### config.mk
export PLATFORM = sky130hd
export DESIGN_NAME = lsh_frame_norm_flat
export DESIGN_NICKNAME = d
export VERILOG_FILES = /design/src/rtl/lsh_frame_norm_if.sv /design/src/rtl/lsh_frame_norm.sv /design/src/flat_wrapper.sv
export SDC_FILE = /design/constraint.sdc
export NUM_CORES = 1
export LEC_CHECK = 0
export ABC_AREA = 1
export BUFFER_PORTS_ARGS = -buffer_cell sky130_fd_sc_hd__buf_2
export CAP_MARGIN = 20
export CORE_MARGIN = 4
export CORE_UTILIZATION = 24
export CTS_CLUSTER_DIAMETER = 100
export DETAILED_ROUTE_END_ITERATION = 16
export SETUP_SLACK_MARGIN = 0.02
export SYNTH_ARGS = -nofsm -noshare
export SYNTH_HDL_FRONTEND = slang
export SYNTH_SLANG_ARGS = --single-unit
### constraint.sdc
create_clock -name clk -period 11.6 [get_ports clk]
set_input_delay 0.58 -clock clk [delete_from_list [all_inputs] [get_ports clk]]
set_output_delay 0.58 -clock clk [all_outputs]
set_load 0.05 [all_outputs]
### src/rtl/lsh_frame_norm_if.sv
// Handshake bundle for lsh_frame_norm: sample input stream and shifted output stream.
// master = upstream/downstream side, slave = the normalizer.
interface lsh_frame_norm_if #(
  parameter int W  = 8,
  parameter int SW = 2
);
  logic          in_valid;
  logic          in_ready;
  logic [W-1:0]  in_data;
  logic          out_valid;
  logic          out_ready;
  logic [W-1:0]  out_data;
  logic          out_last;
  logic [SW-1:0] out_shft;

  modport master (
    output in_valid, in_data, out_ready,
    input  in_ready, out_valid, out_data, out_last, out_shft
  );

  modport slave (
    input  in_valid, in_data, out_ready,
    output in_ready, out_valid, out_data, out_last, out_shft
  );
endinterface

### src/rtl/lsh_frame_norm.sv
// Block-floating-point normalizer: buffers one frame, left-shifts it by its common headroom
// (clamped to MAX_SHFT) and reports the shift. Optional bypass port: LSH_FRAME_NORM_BYPASS_EN.
module lsh_frame_norm #(
  parameter int N        = 3,
  parameter int FRAME    = 8,
  parameter int MAX_SHFT = 2
) (
  input  logic clk,
  input  logic rst,
`ifdef LSH_FRAME_NORM_BYPASS_EN
  input  logic bypass,
`endif
  lsh_frame_norm_if.slave bus
);
  localparam int W  = 2**N;
  localparam int HW = $clog2(W);
  localparam int SW = $clog2(MAX_SHFT + 1);
  localparam int CW = (FRAME > 1) ? $clog2(FRAME) : 1;
  localparam logic [CW-1:0] LAST_IDX = CW'(FRAME - 1);

  typedef enum logic [0:0] {
    FILL  = 1'b0,
    DRAIN = 1'b1
  } state_t;

  // Redundant sign bits below the MSB, 0..W-1.
  function automatic logic [HW-1:0] headroom(input logic [W-1:0] x);
    logic [HW-1:0] h;
    logic          done;
    h    = '0;
    done = 1'b0;
    for (int i = W - 2; i >= 0; i--) begin
      if (!done && (x[i] == x[W-1])) begin
        h = h + HW'(1);
      end else begin
        done = 1'b1;
      end
    end
    return h;
  endfunction

  state_t        state_q, state_d;
  logic [CW-1:0] wr_cnt_q, wr_cnt_d;
  logic [CW-1:0] rd_cnt_q, rd_cnt_d;
  logic [HW-1:0] hmin_q, hmin_d;
  logic [SW-1:0] shft_q, shft_d;
  logic [W-1:0]  sbuf_q [FRAME];
  logic [W-1:0]  sbuf_d [FRAME];
  logic          in_ready_q, in_ready_d;
  logic          out_valid_q, out_valid_d;
  logic [W-1:0]  out_data_q, out_data_d;
  logic          out_last_q, out_last_d;

  logic          in_fire_s;
  logic          out_fire_s;
  logic [HW-1:0] hdrm_s;
  logic [HW-1:0] hmin_nxt_s;
  logic [SW-1:0] shft_new_s;
  logic [CW-1:0] rd_nxt_s;

  assign in_fire_s  = bus.in_valid & in_ready_q;
  assign out_fire_s = out_valid_q & bus.out_ready;
  assign hdrm_s     = headroom(bus.in_data);
  assign hmin_nxt_s = (hdrm_s < hmin_q) ? hdrm_s : hmin_q;
  assign rd_nxt_s   = rd_cnt_q + CW'(1);

  always_comb begin
    shft_new_s = (hmin_nxt_s < HW'(MAX_SHFT)) ? SW'(hmin_nxt_s) : SW'(MAX_SHFT);
`ifdef LSH_FRAME_NORM_BYPASS_EN
    if (bypass) begin
      shft_new_s = '0;
    end else begin
      shft_new_s = shft_new_s;
    end
`endif
  end

  // Outputs are registered, so each transition also preloads the next output word.
  always_comb begin
    state_d     = state_q;
    wr_cnt_d    = wr_cnt_q;
    rd_cnt_d    = rd_cnt_q;
    hmin_d      = hmin_q;
    shft_d      = shft_q;
    sbuf_d      = sbuf_q;
    in_ready_d  = in_ready_q;
    out_valid_d = out_valid_q;
    out_data_d  = out_data_q;
    out_last_d  = out_last_q;
    case (state_q)
      FILL: begin
        if (in_fire_s) begin
          sbuf_d[wr_cnt_q] = bus.in_data;
          hmin_d           = hmin_nxt_s;
          if (wr_cnt_q == LAST_IDX) begin
            state_d     = DRAIN;
            shft_d      = shft_new_s;
            in_ready_d  = 1'b0;
            out_valid_d = 1'b1;
            out_data_d  = sbuf_q[0] << shft_new_s;
            out_last_d  = 1'b0;
          end else begin
            wr_cnt_d = wr_cnt_q + CW'(1);
          end
        end else begin
          state_d = FILL;
        end
      end
      DRAIN: begin
        if (out_fire_s) begin
          if (rd_cnt_q == LAST_IDX) begin
            state_d     = FILL;
            rd_cnt_d    = '0;
            wr_cnt_d    = '0;
            hmin_d      = HW'(W - 1);
            shft_d      = '0;
            in_ready_d  = 1'b1;
            out_valid_d = 1'b0;
            out_data_d  = '0;
            out_last_d  = 1'b0;
          end else begin
            rd_cnt_d   = rd_nxt_s;
            out_data_d = sbuf_q[rd_nxt_s] << shft_q;
            out_last_d = (rd_nxt_s == LAST_IDX);
          end
        end else begin
          state_d = DRAIN;
        end
      end
      default: begin
        state_d     = FILL;
        rd_cnt_d    = '0;
        wr_cnt_d    = '0;
        hmin_d      = HW'(W - 1);
        shft_d      = '0;
        in_ready_d  = 1'b1;
        out_valid_d = 1'b0;
        out_data_d  = '0;
        out_last_d  = 1'b0;
      end
    endcase
  end

  // State and datapath registers; reset discards any partial frame.
  always_ff @(posedge clk) begin
    if (rst) begin
      state_q     <= FILL;
      wr_cnt_q    <= '0;
      rd_cnt_q    <= '0;
      hmin_q      <= HW'(W - 1);
      shft_q      <= '0;
      in_ready_q  <= 1'b1;
      out_valid_q <= 1'b0;
      out_data_q  <= '0;
      out_last_q  <= 1'b0;
      for (int i = 0; i < FRAME; i++) begin
        sbuf_q[i] <= '0;
      end
    end else begin
      state_q     <= state_d;
      wr_cnt_q    <= wr_cnt_d;
      rd_cnt_q    <= rd_cnt_d;
      hmin_q      <= hmin_d;
      shft_q      <= shft_d;
      in_ready_q  <= in_ready_d;
      out_valid_q <= out_valid_d;
      out_data_q  <= out_data_d;
      out_last_q  <= out_last_d;
      for (int i = 0; i < FRAME; i++) begin
        sbuf_q[i] <= sbuf_d[i];
      end
    end
  end

  assign bus.in_ready  = in_ready_q;
  assign bus.out_valid = out_valid_q;
  assign bus.out_data  = out_data_q;
  assign bus.out_last  = out_last_q;
  assign bus.out_shft  = shft_q;
endmodule

### src/flat_wrapper.sv
// flat-port wrapper written by rule: the top's interface ports become plain ports
module lsh_frame_norm_flat 
#(
  parameter int N        = 3,
  parameter int FRAME    = 8,
  parameter int MAX_SHFT = 2
)
  (clk, rst, bus_in_valid, bus_in_data, bus_out_ready, bus_in_ready, bus_out_valid, bus_out_data, bus_out_last, bus_out_shft);
  lsh_frame_norm_if #(.W((8)), .SW((2))) bus_i ();
  input  logic clk;
  input  logic rst;
  input wire logic [$bits(bus_i.in_valid)-1:0] bus_in_valid;
  input wire logic [$bits(bus_i.in_data)-1:0] bus_in_data;
  input wire logic [$bits(bus_i.out_ready)-1:0] bus_out_ready;
  output wire logic [$bits(bus_i.in_ready)-1:0] bus_in_ready;
  output wire logic [$bits(bus_i.out_valid)-1:0] bus_out_valid;
  output wire logic [$bits(bus_i.out_data)-1:0] bus_out_data;
  output wire logic [$bits(bus_i.out_last)-1:0] bus_out_last;
  output wire logic [$bits(bus_i.out_shft)-1:0] bus_out_shft;
  assign bus_i.in_valid = bus_in_valid;
  assign bus_i.in_data = bus_in_data;
  assign bus_i.out_ready = bus_out_ready;
  assign bus_in_ready = bus_i.in_ready;
  assign bus_out_valid = bus_i.out_valid;
  assign bus_out_data = bus_i.out_data;
  assign bus_out_last = bus_i.out_last;
  assign bus_out_shft = bus_i.out_shft;
  lsh_frame_norm #(.N(N), .FRAME(FRAME), .MAX_SHFT(MAX_SHFT)) u_core (.clk(clk), .rst(rst), .bus(bus_i));
endmodule
==> summary.txt, run 1 <==
Logic synthesis
  • Avg Synthesized Cell Area: 6.80 um2
  • Post-synthesis sequential area ratio: 0.383
  • Synthesized area: 0.00455 mm2
  • Cells after Synth: 669
  • Post-synth EDFFs: 0
  • Syn. warnings: 0
  • Syn_nets: 693
  • Synth unique cells: 34
  • Yosys top cell area share: 0.383
  • Dominant cells by area after synthesis: dfxtp_1 38%, o21ai_0 13%, nor2_1 10%
  • Synth Flop Type: dfxtp_1
  • Most area-hungry cell type in the Yosys netlist: dfxtp_1
  • Async set-reset flop share out of synthesis: 0
  • Register bit total from synthesis: 87

Clock network
  • CTS buffer count: 9
  • CTS H-tree depth: 3
  • Clock Path Buffers: 2
  • Total setup buffers inserted after CTS: 0
  • Post_cts resized: 0
  • CTS sink cnt: 87
  • CTS Hold Buffers Added: 0
  • Root Driver: clkbuf_16
  • Worst-path clk slew: 60 ps
  • Skew-Pair Late Insertion Delay: 340 ps
  • CTS tree: done

STA
  • Fin. Hold Viols: 0
  • Slew headroom: 0.322
  • RSZ-0062 raised after global routing: no
  • Final setup TNS: 0 ps
  • Final Max Slew Viols: 0
  • Post-layout min period: 4300 ps
  • Worst-margin pin slew: 1010 ps
  • Post-route worst setup slack: 7300 ps
  • Final setup violation count: 0
  • Fin crit share: 0.371
  • Skew final: 5.26 ps
  • FMAX: 233 MHz

Layout
  • Antenna diodes: 0
  • Final core occ: 0.276
  • Area of the multi-input gates: 0.00243 mm2
  • Reg area: 0.00174 mm2
  • Layout cell share with drive strength beyond 1: 0.102
  • Fill cells: 2023
  • Final cell count without fillers: 911
  • Synth-to-Final Area Change: 13.6%
  • Fin nets: 696

Routing
  • Post-DR wirelength/cell: 14.0 um
  • Vias: 4380
  • Final WL: 12700 um
  • Starting DRT DRC Count: 338
  • # DRC: 0
  • Pre-Repair DR Iteration Count: 5
  • Vias/cell: 4.81
  • Remaining antenna violation count: 0

Floorplan
  • Core ar.: 0.0187 mm2
  • Die height: 146 um
  • IO Count: 25
  • Row cnt: 50
  • Initial Utilization: 0.243
  • Die area: 0.0212 mm2
  • Die width: 146 um

Global route
  • Congestion Overflow GR: 0
  • Largest net degree at the start of global routing: 55
  • Tot GR Track Use: 0.121
  • Vias in the first global route: 4065
  • First-pass GRT wire length: 21200 um
  • Initial antenna violation count: 0

Place
  • Placed instance count: 895
  • Post-Place Worst Slack: 6990 ps
  • Port Buffers: 24
  • HPWL Detailed: 8700 um
  • Placer congestion estimate: 0.870

Setup path
  • Arrival time at the worst endpoint: 4540 ps
  • Req. time, crit path: 11840 ps
  • CP endpoint kind: register
  • Max Fanout on Critical Path: 14
  • Crit Path Class: input pin to register
  • Reg2Reg Setup Slack: 8250 ps
  • Worst setup SP type: input pin

Power and ir drop
  • Tot Pwr: 739 uW
  • Leak pwr: 0.00221 uW
  • PwrDens: 143 mW/mm2
  • Worst vdd ir: 0.0655 mV

Flow run
  • Max-Cap Viols: 0

Hold path
  • Worst hold path class: register to register

Run status
  • Run status: finished clean
state kept, by name, summed over array words and instances, names as in the netlist:
name	cells
u_core.sbuf_q	64
u_core.wr_cnt_q	3
u_core.bus.in_ready	1
u_core.bus.out_valid	1
u_core.bus.out_last	1
u_core.state_q	1
u_core.hmin_q	3
u_core.rd_cnt_q	3
u_core.bus.out_shft	2
u_core.bus.out_data	8
layout make-up:
cell class                 count  area share
clock buffer                  11      0.0450
clock inverter                 5      0.0206
inverter                      60      0.0436
multi-input combinational    487       0.470
sequential                    87       0.337
tap                          234      0.0566
timing repair buffer          27      0.0276
metrics by stage:
stage                     hold slack (ps)  area, um2
after CTS                             503       5170
after global routing                  524       5170
after detailed placement              482       4830
after global placement                482       4830
after floorplan                       458       4550
final                                 500       5170
critical path, stage by stage:
cell and delay, ps:
buf_2 160, inv_2 210, nand2_1 120, nand2_2 120
nor2_8 50, ha_1 260, inv_1 50, a21oi_1 200
ha_1 280, nand4_1 120, nand2_1 70, ha_1 290
nand2_1 70, nand2_1 70, ha_1 140, nand3_1 90
xnor2_1 240, ha_1 280, a21oi_1 300, nand2_2 110
nand2_1 100, nand2_2 160, nand3_1 170, nand2_1 80
nand3_1 70, nand3_1 80, nand2_1 60, inv_1 30
power breakdown:
| part | internal, uW | switching, uW | total [uW] |
|---|---|---|---|
| combinational | 27.4 | 61.6 | 89.0 |
| sequential | 311 | 8.06 | 319 |
| clock | 211 | 120 | 331 |
| total | 549 | 190 | 739 |
cell families after synthesis:
| group | after synthesis | synth area share |
|---|---|---|
| fa+ha+maj | 12 | 0.0330 |
| xor+xnor | 3 | 0.00578 |
| simple gates | 255 | 0.243 |
| flops | 87 | 0.383 |
| mux | 1 | 0.00220 |
| buf+inv | 95 | 0.0839 |
| compound gates | 216 | 0.250 |
layer usage:
| layer | part of all wire | global-route usage |
|---|---|---|
| met1 | 0.50 | 0.171 |
| met2 | 0.44 | 0.186 |
| met3 | 0.053 | 0.0324 |
| met4 | 0.0083 | 0.0247 |
| met5 | 0 | 0 |
cell usage after synthesis, drive strengths merged (4+ instances only):
cell type	count
a21oi	66
a31oi	5
buf	6
clkbuf	29
dfxtp	87
ha	12
inv	58
nand2	84
nand3	33
nand4	4
nor2	129
o211ai	5
o21ai	124
o221ai	4
o22ai	10
worst paths after layout:
check | depth (start not counted) | end | startpoint
worst max-delay path | 28 | u_core.bus.out_data[3] | bus_in_data[7]
worst min-delay path | 2 | u_core.bus.out_valid | u_core.bus.out_valid
worst max register to register | 14 | u_core.bus.out_data[3] | u_core.rd_cnt_q[0]
worst min register to register | 2 | u_core.bus.out_valid | u_core.bus.out_valid
cell usage in the layout (no fill, tap or decap):
master and count:
a211oi_1 1, a21oi_1 65, a21oi_2 1, a311oi_1 1, a31oi_1 5, buf_2 24, buf_4 3, bufinv_16 3
clkbuf_1 2, clkbuf_16 9, clkinv_1 2, clkinv_4 1, clkinvlp_4 1, dfxtp_1 87, ha_1 12, inv_1 50
inv_2 8, mux2i_1 1, nand2_1 70, nand2_2 12, nand2_4 2, nand3_1 32, nand3_2 1, nand3b_1 1
nand4_1 4, nor2_1 127, nor2_8 2, nor3_1 1, o211ai_1 5, o21ai_0 119, o21ai_1 5, o221ai_1 4
o22ai_1 10, or2_0 1, or2_2 2, xnor2_1 2, xor2_1 1
Note: power is estimated with default switching activity, not from simulation.
==> inputs of run 2 (changes only) <==
- clock period: 11.6 -> 3.7 ns (I/O delays scaled with it)
==> run 2 against run 1 <==
  * Final cell count increased by 3.2%
  * Clock power grew to 2.7 times the previous value
  * Non-clock buffer count grew 28
  * Sequential power rose to 3.1 times the previous value
  * Highest routed layer unchanged
  * Worst setup slack lost 7000 ps
  * Sequential share of layout area shrank 2.1 points
  * Flip-flop and latch count unchanged
  * Largest power group is now sequential cells
==> summary.txt, run 2 (synthesized netlist as in run 1, its figures left out) <==
Layout
  • Antenna diodes: 0 (unchanged)
  • Fin nets: 725 (+4.2%)
  • Max FFs per register: 64 (unchanged)
  • Most common cell after layout, fill and taps aside: nor2_1
  • Most flop-heavy register: u_core.sbuf_q
  • Most frequent cells in the layout: 126 x nor2_1, 119 x o21ai_0, 87 x dfxtp_1
  • Layout cell share with drive strength beyond 1: 0.174 (+0.0723)
  • Synth-to-Final Area Change: 21.3%

Power and ir drop
  • PwrDens: 411 mW/mm2 (+190%)
  • Worst vdd ir: 0.188 mV (+190%)
  • Leak pwr: 0.00238 uW (+7.4%)

STA
  • FMAX: 293 MHz
  • Post-layout min period: 3420 ps
  • Slew headroom: 0.405 (+0.0826)
  • Final Max Slew Viols: 0 (unchanged)
  • Worst Hold Margin: 232 ps (-268 ps)
  • Worst-margin pin slew: 889 ps (-123 ps)
  • Fin. Hold Viols: 0 (unchanged)
  • Final setup TNS: 0 ps (unchanged)
  • Final setup violation count: 0 (unchanged)
  • Skew final: 8.36 ps (+3.11 ps)
  • Fin crit share: 0.923

Flow run
  • Max-Cap Viols: 0 (unchanged)

Hold path
  • Hold endpoint: u_core.rd_cnt_q[0]
  • Hold wc startpoint: rst
  • Hold path depth: 2 (unchanged)
  • Worst hold path class: input pin to register

Routing
  • Vias: 4480 (+2.3%)
  • Final WL: 12900 um (+1.4%)
  • Starting DRT DRC Count: 359 (+6.2%)
  • Vias/cell: 4.77 (-0.87%)
  • Pre-Repair DR Iteration Count: 5 (unchanged)
  • # DRC: 0 (unchanged)
  • Post-DR wirelength/cell: 13.7 um (-1.7%)
  • Remaining antenna violation count: 0 (unchanged)

Clock network
  • CTS buffer count: 9 (unchanged)
  • Clock Path Buffers: 2 (unchanged)
  • Skew-Pair Late Insertion Delay: 340 ps (about the same)
  • Root Driver: clkbuf_16
  • CTS sink cnt: 87 (unchanged)
  • CTS H-tree depth: 3 (unchanged)
  • CTS Hold Buffers Added: 0 (unchanged)
  • Worst-path clk slew: 60 ps (about the same)
  • CTS tree: done

Global route
  • Initial antenna violation count: 0 (unchanged)
  • First-pass GRT wire length: 21000 um (-0.71%)
  • Largest net degree at the start of global routing: 75 (+36%)
  • Vias in the first global route: 4097 (+0.79%)
  • Congestion Overflow GR: 0 (unchanged)
  • Tot GR Track Use: 0.120 (-0.000809)

Setup path
  • Reg2Reg Setup Slack: 960 ps (-7290 ps)
  • Max Fanout on Critical Path: 7 (-7)
  • Req. time, crit path: 3940 ps (-7900 ps)
  • CP endpoint kind: register
  • FF-to-FF End: u_core.bus.out_data[5]
  • Arrival time at the worst endpoint: 3650 ps (-890 ps)
  • Crit Path Class: input pin to register
  • RR Startpoint: u_core.rd_cnt_q[0]
  • Worst setup SP type: input pin
  • Worst r2r path cells: 11 (-3)

Floorplan
  • Die height: 146 um (unchanged)
  • Row cnt: 50 (unchanged)
  • Initial Utilization: 0.243 (unchanged)
  • Core ar.: 0.0187 mm2 (unchanged)
  • IO Count: 25 (unchanged)
  • Die width: 146 um (unchanged)
  • Die area: 0.0212 mm2 (unchanged)

Run status
  • Run status: finished clean

Place
  • Port Buffers: 24 (unchanged)
  • HPWL Detailed: 8670 um (-0.39%)
  • Placer congestion estimate: 0.845 (-2.9%)
run 2: cell types whose count changed in the layout (fill, tap and decap cells not counted), moves of 4 or more:
cell / delta
buf_4: +29
nand2_1: -7
nand2_4: +7
a21oi_1: -5
nand3_1: -4
run 2: worst max-delay path, stage by stage:
cell and delay [ps]:
buf_4 140, nand2_1 130, nand2_4 100, a21oi_4 170
ha_4 220, inv_2 50, a21oi_2 50, ha_1 290
nand4_1 100, nand2_1 70, ha_1 280, nand2_1 70
nand2_1 70, ha_2 170, nand3_2 90, xnor2_2 200
ha_4 240, a21oi_4 270, nand2_4 100, nand2_2 100
nand2_4 90, nand2_2 90, inv_2 70, nand2_1 70
nand3_1 70, o21ai_1 120, inv_1 40
run 2: report_power, final:
group          total [uW]  switching, uW  internal [uW]
Sequential           1000           25.2            974
Clock                 907            383            524
Combinational         362            227            136
run 2: how the worst max path moves through the flow:
stage / start / to / slack (ps) / cells after the start
after floorplan: bus_in_data[7] / u_core.bus.out_data[3] / 20 / 28
after global placement: bus_in_data[7] / u_core.bus.out_data[0] / -140 / 25
after detailed placement: bus_in_data[7] / u_core.bus.out_data[3] / -290 / 28
after CTS: bus_in_data[7] / u_core.bus.out_data[3] / 60 / 28
after global routing: bus_in_data[7] / u_core.bus.out_data[2] / -5 / 27
final: bus_in_data[7] / u_core.bus.out_data[4] / 280 / 27
run 2: per-layer routing:
layer	track usage	wire length (um)
met2	0.179	5600
met5	0	0
met4	0.0451	250
met1	0.167	6280
met3	0.0315	790
run 2: metrics by stage:
step / utilization / setup WS (ps) / total power (uW) / area, um2 / instances
floorplan: - / 22.9 / 1230 / 4550 / 669
global placement: 0.268 / -140 / 1320 / 5010 / 919
detailed placement: 0.268 / -288 / 1330 / 5010 / 919
CTS: 0.284 / 63.2 / 2240 / 5310 / 935
global route: 0.295 / -4.68 / 2380 / 5520 / 940
finish: 0.295 / 284 / 2270 / 5520 / 940
run 2: area by class of cell:
| type | count | area, um2 |
|---|---|---|
| timing repair buffer | 55 | 355 |
| fill | 2030 | 13200 |
| multi-input combinational | 488 | 2610 |
| clock inverter | 7 | 70.1 |
| inverter | 60 | 228 |
| sequential | 87 | 1740 |
| clock buffer | 9 | 225 |
| tap | 234 | 293 |
run 2: what timing repair did:
item / CTS / global route
buffers inserted: 0 / 4
endpoints found under the setup margin: 0 / 11
gates resized for setup: 0 / 38
==> inputs of run 3 (changes only) <==
- PLACE_DENSITY: not set -> 0.43
==> run 3 against run 2 <==
  * Core utilization down 0.21 points
  * Final area decreased by 0.70%
  * Combinational power is 1% lower
  * Sequential power barely moved
  * First-iteration DRC count down 35%
  * Critical endpoint is now u_core.bus.out_data[5]
  * Flip-flop and latch count did not move
  * Register-to-register slack got worse by 40 ps
  * Non-clock buffer count shrank 1
  * Clock power down 1%
  * Clock skew up 1.4 ps
  * Fmax is essentially flat
==> summary.txt, run 3 (synthesized netlist as in run 1, its figures left out) <==
Power and ir drop
  • Leak pwr: 0.00236 uW (-0.73%)
  • PwrDens: 411 mW/mm2 (about the same)
  • Worst vdd ir: 0.279 mV (+49%)

STA
  • Post-route worst setup slack: 283 ps (-0.960 ps)
  • Final setup violation count: 0 (unchanged)
  • Final Max Slew Viols: 0 (unchanged)
  • Slew headroom: 0.348 (-0.0566)
  • Final setup TNS: 0 ps (unchanged)
  • Worst Hold Margin: 211 ps (-21.5 ps)
  • Post-layout min period: 3420 ps (+0.960 ps)
  • Skew final: 9.77 ps (+1.41 ps)
  • Worst-margin pin slew: 976 ps (+87.2 ps)
  • Fin. Hold Viols: 0 (unchanged)
  • FMAX: 293 MHz (about the same)
  • Fin crit share: 0.923 (about the same)

Floorplan
  • Initial Utilization: 0.243 (unchanged)
  • Core ar.: 0.0187 mm2 (unchanged)
  • Row cnt: 50 (unchanged)
  • Die area: 0.0212 mm2 (unchanged)
  • IO Count: 25 (unchanged)
  • Die width: 146 um (unchanged)
  • Die height: 146 um (unchanged)

Place
  • Post-Place Worst Slack: -275 ps (+12.5 ps)
  • Placed Area: 0.00505 mm2 (+0.70%)
  • HPWL Detailed: 9960 um (+15%)
  • Placed instance count: 922 (+0.33%)
  • Placer congestion estimate: 0.821 (-2.8%)
  • Port Buffers: 24 (unchanged)

Clock network
  • Post_cts resized: 0 (unchanged)
  • Skew-Pair Late Insertion Delay: 350 ps (about the same)
  • CTS buffer count: 9 (unchanged)
  • Clock Path Buffers: 2 (unchanged)
  • CTS H-tree depth: 3 (unchanged)
  • Worst-path clk slew: 60 ps (about the same)
  • CTS tree: done
  • CTS sink cnt: 87 (unchanged)
  • Total setup buffers inserted after CTS: 0 (unchanged)
  • CTS Hold Buffers Added: 0 (unchanged)
  • Root Driver: clkbuf_16

Layout
  • Cell area after layout: 0.00548 mm2 (-0.70%)
  • Fin nets: 724 (-0.14%)
  • Final cell count without fillers: 938 (-0.21%)
  • Fill cells: 2038 (+0.39%)
  • Layout cell share with drive strength beyond 1: 0.166 (-0.00803)
  • Antenna diodes: 0 (unchanged)
  • Synth-to-Final Area Change: 20.4%
  • Most frequent cells in the layout: 127 x nor2_1, 119 x o21ai_0, 87 x dfxtp_1
  • Most common cell after layout, fill and taps aside: nor2_1
  • Most flop-heavy register: u_core.sbuf_q
  • Max FFs per register: 64 (unchanged)

Routing
  • Vias: 4539 (+1.3%)
  • Wl on met1: 7090 um (+13%)
  • Met2 wire len: 6190 um (+10%)
  • Pre-Repair DR Iteration Count: 5 (unchanged)
  • Post-DR wirelength/cell: 14.9 um (+8.7%)
  • Final WL: 14000 um (+8.4%)
  • Met3 WL: 537 um (-32%)
  • DR top layer: met4
  • Starting DRT DRC Count: 234 (-35%)
  • # DRC: 0 (unchanged)
  • Remaining antenna violation count: 0 (unchanged)
  • Vias/cell: 4.84 (+1.5%)

Setup path
  • Worst setup SP type: input pin
  • CP endpoint kind: register
  • Arrival time at the worst endpoint: 3650 ps (about the same)
  • Crit Path Class: input pin to register
  • Max Fanout on Critical Path: 6 (-1)
  • Req. time, crit path: 3930 ps (about the same)

Run status
  • Run status: finished clean

Global route
  • Largest net degree at the start of global routing: 43 (-43%)
  • Initial antenna violation count: 0 (unchanged)
  • Congestion Overflow GR: 0 (unchanged)
  • Vias in the first global route: 4368 (+6.6%)
  • Tot GR Track Use: 0.131 (+0.0110)
  • First-pass GRT wire length: 22600 um (+7.5%)

Flow run
  • Max-Cap Viols: 0 (unchanged)

Hold path
  • Worst hold path class: input pin to register
-- run 3: changes by cell type in the layout (fill, tap and decap cells not counted), sizes merged --
cell | previous run | this run
inv | 60 | 58
clkinv | 5 | 4
clkbuf | 9 | 12
buf | 55 | 53
-- run 3: worst max-delay path: stages --
cell and delay (ps):
clkbuf_4 150, inv_4 80, nand2_2 70, nand2_4 110, a21oi_4 40, ha_1 280, inv_2 40, a21oi_2 140
ha_1 250, nand4_1 100, nand2_1 100, ha_4 280, nand2_2 60, nand2_2 90, ha_4 120, nand3_2 90
xnor2_2 210, ha_4 240, a21oi_4 220, nand2_4 90, nand2_1 60, nand2_1 60, nor2_1 200, nand3_1 100
a21oi_1 160, a21oi_1 80
-- run 3: final timing paths --
kind                   startpoint                     end  slack, ps  depth (start not counted)
max                bus_in_data[7]  u_core.bus.out_data[5]        280                         26
min                           rst      u_core.rd_cnt_q[1]        210                          2
max reg2reg    u_core.rd_cnt_q[0]  u_core.bus.out_data[3]        920                         13
min reg2reg  u_core.bus.out_valid    u_core.bus.out_valid        490                          2
-- run 3: report_power, final --
part	internal (uW)	total, uW	switching, uW	leakage (uW)
Clock	518	897	379	0.000135
Combinational	132	357	225	0.00152
Sequential	975	1000	25.5	0.000706
-- run 3: metal layers --
metal  vias to the layer above  GRT usage
met3                        15     0.0343
met5                         -          0
li1                       2311          -
met4                         0     0.0351
met1                      2139      0.180
met2                        74      0.205
-- run 3: cell type report --
class / count / area, um2 / share of cell area
Tap cell: 234 / 293 / 0.0534
Clock buffer: 11 / 233 / 0.0425
Clock inverter: 4 / 47.5 / 0.00868
Sequential cell: 87 / 1740 / 0.318
Multi-Input combinational cell: 488 / 2580 / 0.470
Inverter: 60 / 228 / 0.0416
Timing Repair Buffer: 54 / 360 / 0.0658
-- run 3: metrics by stage --
| step | total power, uW | utilization |
|---|---|---|
| 5_1_grt | 2370 | 0.293 |
| 3_3_place_gp | 1340 | 0.270 |
| 3_5_place_dp | 1340 | 0.270 |
| 6_report | 2250 | 0.293 |
| 2_1_floorplan | 1230 | - |
| 4_1_cts | 2240 | 0.285 |
